**src/rtl/signed_bcd_converter_if.sv**
```systemverilog
// Handshake and result bundle between the arithmetic stage, the signed BCD
// converter and the seven-segment display driver.
interface signed_bcd_converter_if #(
  parameter int unsigned n      = 6,
  parameter int unsigned DIGITS = 2
);
  logic                  start;
  logic [n-1:0]          value;
  logic                  busy;
  logic                  done;
  logic                  negative;
  logic [4*DIGITS-1:0]   bcd;
  logic                  overflow;
  logic [DIGITS-1:0]     blank;

  modport master (
    output start, value,
    input  busy, done, negative, bcd, overflow, blank
  );

  modport slave (
    input  start, value,
    output busy, done, negative, bcd, overflow, blank
  );
endinterface

```
**src/rtl/signed_bcd_converter.sv**
```systemverilog
// Two's-complement to sign + packed BCD converter using bit-serial double dabble.
// Define LEADING_ZERO_BLANK_EN to generate the leading-zero blank mask.
module signed_bcd_converter #(
  parameter int unsigned n      = 6,
  parameter int unsigned DIGITS = 2
) (
  input  logic                   clk,
  input  logic                   rst,
  signed_bcd_converter_if.slave  bus
);

  localparam int unsigned SW = 4 * (DIGITS + 1);
  localparam int unsigned BW = 4 * DIGITS;
  localparam int unsigned CW = $clog2(n + 1);

  typedef enum logic [1:0] {IDLE, SHIFT, DONE} state_e;

  state_e         state_q, state_d;
  logic [SW-1:0]  scr_q, scr_d;
  logic [n-1:0]   bin_q, bin_d;
  logic [CW-1:0]  cnt_q, cnt_d;
  logic           sign_q, sign_d;
  logic           busy_q, busy_d;
  logic           done_q, done_d;
  logic           neg_q, neg_d;
  logic           ovf_q, ovf_d;
  logic [BW-1:0]  bcd_q, bcd_d;
`ifdef LEADING_ZERO_BLANK_EN
  logic [DIGITS-1:0] blank_q, blank_d;
  logic              zero_run;
`endif

  logic [SW-1:0]  scr_adj_c;
  logic [n-1:0]   mag_c;
  logic           ovf_c;

  // Most-negative input wraps to 2^(n-1), which is the correct unsigned magnitude
  assign mag_c = bus.value[n-1] ? (n'(~bus.value) + n'(1)) : bus.value;
  assign ovf_c = |scr_q[SW-1 -: 4];

  // Add-3 correction applied to every scratch digit before each shift
  always_comb begin
    for (int i = 0; i < int'(DIGITS) + 1; i++) begin
      scr_adj_c[i*4 +: 4] = (scr_q[i*4 +: 4] >= 4'd5) ? scr_q[i*4 +: 4] + 4'd3
                                                      : scr_q[i*4 +: 4];
    end
  end

  always_comb begin
    state_d = state_q;
    scr_d   = scr_q;
    bin_d   = bin_q;
    cnt_d   = cnt_q;
    sign_d  = sign_q;
    done_d  = 1'b0;
    neg_d   = neg_q;
    ovf_d   = ovf_q;
    bcd_d   = bcd_q;
`ifdef LEADING_ZERO_BLANK_EN
    blank_d  = blank_q;
    zero_run = 1'b1;
`endif
    unique case (state_q)
      IDLE: begin
        if (bus.start) begin
          sign_d  = bus.value[n-1];
          bin_d   = mag_c;
          scr_d   = '0;
          cnt_d   = CW'(n);
          state_d = SHIFT;
        end
      end
      SHIFT: begin
        {scr_d, bin_d} = {scr_adj_c[SW-2:0], bin_q, 1'b0};
        cnt_d          = cnt_q - CW'(1);
        if (cnt_q == CW'(1)) state_d = DONE;
      end
      DONE: begin
        neg_d   = sign_q;
        ovf_d   = ovf_c;
        bcd_d   = ovf_c ? {DIGITS{4'h9}} : scr_q[BW-1:0];
        done_d  = 1'b1;
        state_d = IDLE;
`ifdef LEADING_ZERO_BLANK_EN
        // A digit blanks only if it and every more-significant digit is zero
        blank_d = '0;
        for (int i = int'(DIGITS) - 1; i >= 1; i--) begin
          zero_run   = zero_run & (scr_q[i*4 +: 4] == 4'd0);
          blank_d[i] = zero_run & ~ovf_c;
        end
`endif
      end
      default: state_d = IDLE;
    endcase
    busy_d = (state_d == SHIFT);
  end

  always_ff @(posedge clk) begin
    if (rst) begin
      state_q <= IDLE;
      scr_q   <= '0;
      bin_q   <= '0;
      cnt_q   <= '0;
      sign_q  <= 1'b0;
      busy_q  <= 1'b0;
      done_q  <= 1'b0;
      neg_q   <= 1'b0;
      ovf_q   <= 1'b0;
      bcd_q   <= '0;
`ifdef LEADING_ZERO_BLANK_EN
      blank_q <= '0;
`endif
    end else begin
      state_q <= state_d;
      scr_q   <= scr_d;
      bin_q   <= bin_d;
      cnt_q   <= cnt_d;
      sign_q  <= sign_d;
      busy_q  <= busy_d;
      done_q  <= done_d;
      neg_q   <= neg_d;
      ovf_q   <= ovf_d;
      bcd_q   <= bcd_d;
`ifdef LEADING_ZERO_BLANK_EN
      blank_q <= blank_d;
`endif
    end
  end

  assign bus.busy     = busy_q;
  assign bus.done     = done_q;
  assign bus.negative = neg_q;
  assign bus.overflow = ovf_q;
  assign bus.bcd      = bcd_q;
`ifdef LEADING_ZERO_BLANK_EN
  assign bus.blank    = blank_q;
`else
  assign bus.blank    = '0;
`endif

endmodule

```
**src/flat_wrapper.sv**
```systemverilog
// flat-port wrapper written by rule: the top's interface ports become plain ports
module signed_bcd_converter_flat 
#(
  parameter int unsigned n      = 6,
  parameter int unsigned DIGITS = 2
)
  (clk, rst, bus_start, bus_value, bus_busy, bus_done, bus_negative, bus_bcd, bus_overflow, bus_blank);
  signed_bcd_converter_if #(.n(n), .DIGITS(DIGITS)) bus_i ();
  input  logic clk;
  input  logic rst;
  input wire logic [$bits(bus_i.start)-1:0] bus_start;
  input wire logic [$bits(bus_i.value)-1:0] bus_value;
  output wire logic [$bits(bus_i.busy)-1:0] bus_busy;
  output wire logic [$bits(bus_i.done)-1:0] bus_done;
  output wire logic [$bits(bus_i.negative)-1:0] bus_negative;
  output wire logic [$bits(bus_i.bcd)-1:0] bus_bcd;
  output wire logic [$bits(bus_i.overflow)-1:0] bus_overflow;
  output wire logic [$bits(bus_i.blank)-1:0] bus_blank;
  assign bus_i.start = bus_start;
  assign bus_i.value = bus_value;
  assign bus_busy = bus_i.busy;
  assign bus_done = bus_i.done;
  assign bus_negative = bus_i.negative;
  assign bus_bcd = bus_i.bcd;
  assign bus_overflow = bus_i.overflow;
  assign bus_blank = bus_i.blank;
  signed_bcd_converter #(.n(n), .DIGITS(DIGITS)) u_core (.clk(clk), .rst(rst), .bus(bus_i));
endmodule
```
**config.mk**
```make
export PLATFORM = sky130hd
export DESIGN_NAME = signed_bcd_converter_flat
export DESIGN_NICKNAME = d
export VERILOG_FILES = /design/src/rtl/signed_bcd_converter_if.sv /design/src/rtl/signed_bcd_converter.sv /design/src/flat_wrapper.sv
export SDC_FILE = /design/constraint.sdc
export NUM_CORES = 1
export LEC_CHECK = 0
export CAP_MARGIN = 20
export CORE_MARGIN = 2
export CORE_UTILIZATION = 36
export CTS_CLUSTER_SIZE = 25
export DETAILED_ROUTE_END_ITERATION = 7
export MAX_ROUTING_LAYER = met4
export PLACE_DENSITY_LB_ADDON = 0.3
export SKIP_LAST_GASP = 1
export SYNTH_ARGS = -nofsm -noshare
export SYNTH_HDL_FRONTEND = slang
export SYNTH_SLANG_ARGS = --single-unit
```
**constraint.sdc**
```tcl
create_clock -name clk -period 1.3 [get_ports clk]
set_input_delay 0.26 -clock clk [delete_from_list [all_inputs] [get_ports clk]]
set_output_delay 0.26 -clock clk [all_outputs]
set_load 0.02 [all_outputs]
```
# ---- Word level (Yosys, flattened, before mapping)
# Cells that the tools add are included.
dict set report word_totals {
  reg_bits 36
  inputBits 9
  output_inout_bits 14
  wordCells 44
}
dict set report classes {
  addsub 5
  magnitude_cmp 3
  eq_ne 5
  n_mux 15
  bitwise_logic 1
  n_reduce_logical 5
}
# op n
set op_table {}
lappend op_table {{$pmux W12 S2} 1}
lappend op_table {{$ge A4 B3 Y1 const B} 3}
lappend op_table {{$mux W12} 1}
lappend op_table {{$mux W6} 2}
lappend op_table {{$pmux W6 S2} 1}
lappend op_table {{$add A4 B2 Y4 const B} 2}
lappend op_table {{$mux W4} 2}
lappend op_table {{$mux W8} 1}
lappend op_table {{$add A6 B1 Y6 const B} 1}
lappend op_table {{$mux W3} 2}
lappend op_table {{$not A6 Y6} 1}
lappend op_table {{$pmux W3 S2} 1}
lappend op_table {{$eq A2 B1 Y1 const B} 2}
lappend op_table {{$mux W2} 2}
lappend op_table {{$pmux W2 S2} 1}
lappend op_table {{$reduce_and A2 Y1} 2}
lappend op_table {{$reduce_or A4 Y1} 1}
lappend op_table {{$add A3 B2 Y3 const B} 1}
lappend op_table {{$eq A3 B1 Y1 const B} 1}
lappend op_table {{$sub A3 B1 Y3 const B} 1}
lappend op_table {{$eq A2 B2 Y1 const B} 1}
lappend op_table {{$logic_not A2 Y1} 1}
lappend op_table {{$ne A2 B2 Y1 const B} 1}
lappend op_table {{$reduce_bool A2 Y1} 1}
lappend op_table {{$mux W1} 1}

# ---- Longest topological paths before layout
dict set report logic_depth {
  depth_word 5
  mapped_depth 6
  depth_no_buf 6
}

# ---- Worst setup path after synthesis
# OpenSTA, ideal clock, no wires.
dict set report synth_timing {
  path_type {register to register}
  startpoint {register u_core.scr_q[1]}
  endpoint {register u_core.scr_q[2]}
  setup_ps 117
  arrival_ps 1233
  t_required_ps 1183
  setup_slack_ps -50
  path_stages_with_launch 7
  path_buffers 0
  period_less_slack_ps 1350
  path_cell_list {dfxtp_1 > inv_1 > ha_1 > nand2b_1 > a21oi_1 > mux2i_1 > a22o_1}
}
dict set report synth_between {
  elab_chain_cells 3
  word_cells_on_any_way 4
  cone_classes {add/sub (1); order compare (1); mux (2)}
}
# element line
set synth_rtl {}
lappend synth_rtl {{from (decl)} signed_bcd_converter.sv:19} ;# logic [SW-1:0] scr_q, scr_d;
lappend synth_rtl {{from (signal assigned)} signed_bcd_converter.sv:115} ;# scr_q <= scr_d;
lappend synth_rtl {{$add A4 B2 Y4 / $ge A4 B3 Y1 (equally long branches)} signed_bcd_converter.sv:44} ;# scr_adj_c[i*4 +: 4] = (scr_q[i*4 +: 4] >= 4'd5) ? scr_q[i*4 +: 4] + 4'd3
lappend synth_rtl {{$mux W4 (*)} signed_bcd_converter.sv:44}
lappend synth_rtl {{$pmux W12 S2 (*)} signed_bcd_converter.sv:63} ;# unique case (state_q)
# Mark *: on every way between the ends. The rest lies on a longest branch, timed or not.
# A chain may end at the register's enable or synchronous reset.

# ---- Final worst setup path
dict set report layout_timing {
  startpoint {register u_core.scr_q[5]}
  endpoint {register u_core.scr_q[6]}
}
# The elaborated chain is that of the path after synthesis.

==> results by group <==
Run status
  • Status: complete, no violations

Yosys
  • #FFs+latches synth: 36
  • Ranking of synthesized cells by area: dfxtp_1 (41%), ha_1 (7.2%), a21oi_1 (4.6%)
  • Post-synth ARST share: 0%
  • Syn Std Cell Area: 1740 sq um
  • Ys flop type: dfxtp_1
  • Synth cell types: 39
  • Count of flip-flops with a built-in enable after synthesis: 0
  • Most common cell in the netlist: dfxtp_1
  • Top cells by count, synth: dfxtp_1 (36), nand2_1 (21), a21oi_1 (16)
  • Mean post-synth cell area: 9.05 sq um
  • Gate Count Post-Synth: 192
  • Area share of the largest cell type after synthesis: 41.5%
  • Dominant cell type by area after synthesis: dfxtp_1
  • Warnings, synthesis: 0
  • Sequential share of the synthesized area: 41.5%

CTS
  • Sink Count: 36
  • CTS buffer count: 5
  • Clock transition at path regs: 70 ps
  • CTS Hold Bufs: 0
  • Worst-Skew Late Latency: 290 ps
  • CTS root buf: clkbuf_8
  • CTS tree: yes
  • Clock buffer depth: 2
  • H-tree depth: 2

Final layout
  • Fin util: 51.8%
  • ANT cells: 0
  • Nets: 262
  • FILL cells: 431
  • Final Instance Area: 2430 sq um
  • Register area: 733 sq um
  • Share of cells above drive strength 1: 34.8%
  • Multi-input gate area: 1040 sq um
  • Area delta synth->final: 40.1%
  • Final cell count without fillers: 298

Global routing
  • Gr usage total: 16.4%
  • Largest net degree at the start of global routing: 12
  • GRT overflow: 0
  • Vias in the first global route: 1451
  • Initial antenna violation count: 0
  • First-pass GRT wire length: 6580 microns

Pwr
  • Power consumption: 2.29 mW
  • Power Dens Cells: 940 nW/um^2
  • VDD IR max: 0.589 mV
  • Pleak: 1.02 nW

Die
  • FP Rows: 25
  • Core ar.: 4690 sq um
  • Initial Util: 37.0%
  • Die H: 73.5 microns
  • Die width: 73.5 microns
  • DIE AREA: 5400 sq um
  • # IOs: 23

Routing
  • Antenna viol nets, final: 0
  • Total number of vias: 1500
  • TritonRoute pass-1 iters: 4
  • Drt wl/cell: 12.8 microns
  • Residual DRC count: 0
  • Via/cell ratio: 5.03
  • Iteration-0 DRC Markers: 73
  • Drt total wl: 3810 microns

Placed design
  • Pre-CTS setup slack: -532 ps
  • IO buf count: 20
  • Final GP Congestion: 0.766
  • DP HPWL: 2670 microns
  • Placed Cells: 289
  • Dpl cell area: 2210 sq um

Timing
  • RSZ-0062 raised after global routing: true
  • Final setup violation count: 0
  • Clock skew: 7.35 ps
  • Pins Over Slew Limit: 0
  • Fin. Hold Viols: 0
  • Fin crit share: 97.7%
  • Final worst slack: 29.5 ps
  • Final Critical Period: 1270 ps
  • Max Freq: 0.787 GHz

Critical path
  • Critical Path Start Type: flop
  • Critical path endpoint category: flop
  • Worst EP required: 1540 ps
  • CP Max Fanout: 3
  • Worst Path Arrival: 1510 ps
  • CP Class: flop to flop

Worst hold path
  • HP Class: input port to flop

Run
  • Max_cap viols: 0
==> cells in the final DEF, fill, tap and decap left out, types with 4 or more instances in the layout <==
cell type / n
buf_4: 32
dfxtp_1: 28
nand2_1: 20
nor2_1: 13
dlygate4sd2_1: 13
a21oi_1: 12
a22o_1: 9
dfxtp_2: 7
inv_1: 6
clkbuf_8: 6
inv_2: 5
mux2i_1: 5
a31oi_1: 4
o21ai_0: 4
nor3_1: 4
nand2b_4: 4
xnor2_1: 4
ha_4: 4
==> sequential cells by signal, indices dropped and copies added, names as in the netlist <==
name                 count
u_core.bus.bcd           8
u_core.cnt_q             3
u_core.state_q           2
u_core.bus.done          1
u_core.sign_q            1
u_core.bus.busy          1
u_core.bus.negative      1
u_core.bin_q             6
u_core.bus.overflow      1
u_core.scr_q            12
==> where the power goes <==
group          total [mW]  switching [mW]  internal (mW)  leakage (nW)
clock network       0.830           0.407          0.423        0.0510
logic               0.301           0.152          0.148         0.676
registers            1.16          0.0227           1.13         0.297
total                2.29           0.582           1.71          1.02
==> layout make-up <==
type,instances,area share (%)
Clock inverter,2,0.412
Sequential cell,36,30.1
Inverter,12,1.95
Timing Repair Buffer,54,18.4
Tap cell,54,2.78
Multi-Input combinational cell,134,42.9
Clock buffer,6,3.40
==> per-stage QoR <==
step | hold WS, ps | setup TNS (ps)
floorplan | 407 | 0
global placement | 441 | -6470
detailed placement | 446 | -6620
CTS | 457 | 0
global route | 393 | -137
finish | 351 | 0
==> routing by layer <==
metal,part of all wire (%),track usage [%],up-vias
met1,48,21.3,705
met4,1.9,6.87,0
met5,0,-,-
li1,-,-,763
met3,3.8,4.94,7
met2,46,23.5,25
==> kinds of logic after synthesis <==
| family | synth area share [%] |
|---|---|
| AOI/OAI and AO/OA | 20.7 |
| DFF | 41.5 |
| xor gates and xnor gates | 3.53 |
| other | 0.216 |
| muxes | 2.88 |
| adders and majority gates | 7.20 |
| and+or+nand+nor | 17.5 |
| buffers and inverters | 6.48 |
==> worst max-delay path: stages, from the launching register on <==
cell and delay, ps:
dfxtp_2 350, inv_2 60, ha_4 140, nand2b_4 140, a21oi_4 180, mux2i_1 220
a22o_1 140
==> path summary, 6_finish.rpt <==
kind                             startpoint                        endpoint  slack [ps]  cells after the start
max reg2reg    u_core.scr_q[5]$_SDFFE_PP0P_    u_core.scr_q[6]$_SDFFE_PP0P_          30                      6
min                            bus_value[0]    u_core.bin_q[0]$_SDFFE_PP0P_         350                      4
min reg2reg  u_core.bus.bcd[6]$_SDFFE_PP0P_  u_core.bus.bcd[6]$_SDFFE_PP0P_         450                      2
max            u_core.scr_q[5]$_SDFFE_PP0P_    u_core.scr_q[6]$_SDFFE_PP0P_          30                      6
==> repair_timing <==
| action | 4_1_cts | 5_1_grt |
|---|---|---|
| endpoints found under the hold margin | 0 | 0 |
| resized for setup | 33 | 32 |
| endpoints found under the setup margin | 31 | 23 |
| setup buffers | 0 | 1 |
| pin swaps | 10 | 10 |
Note: power is estimated with default switching activity, not from simulation.
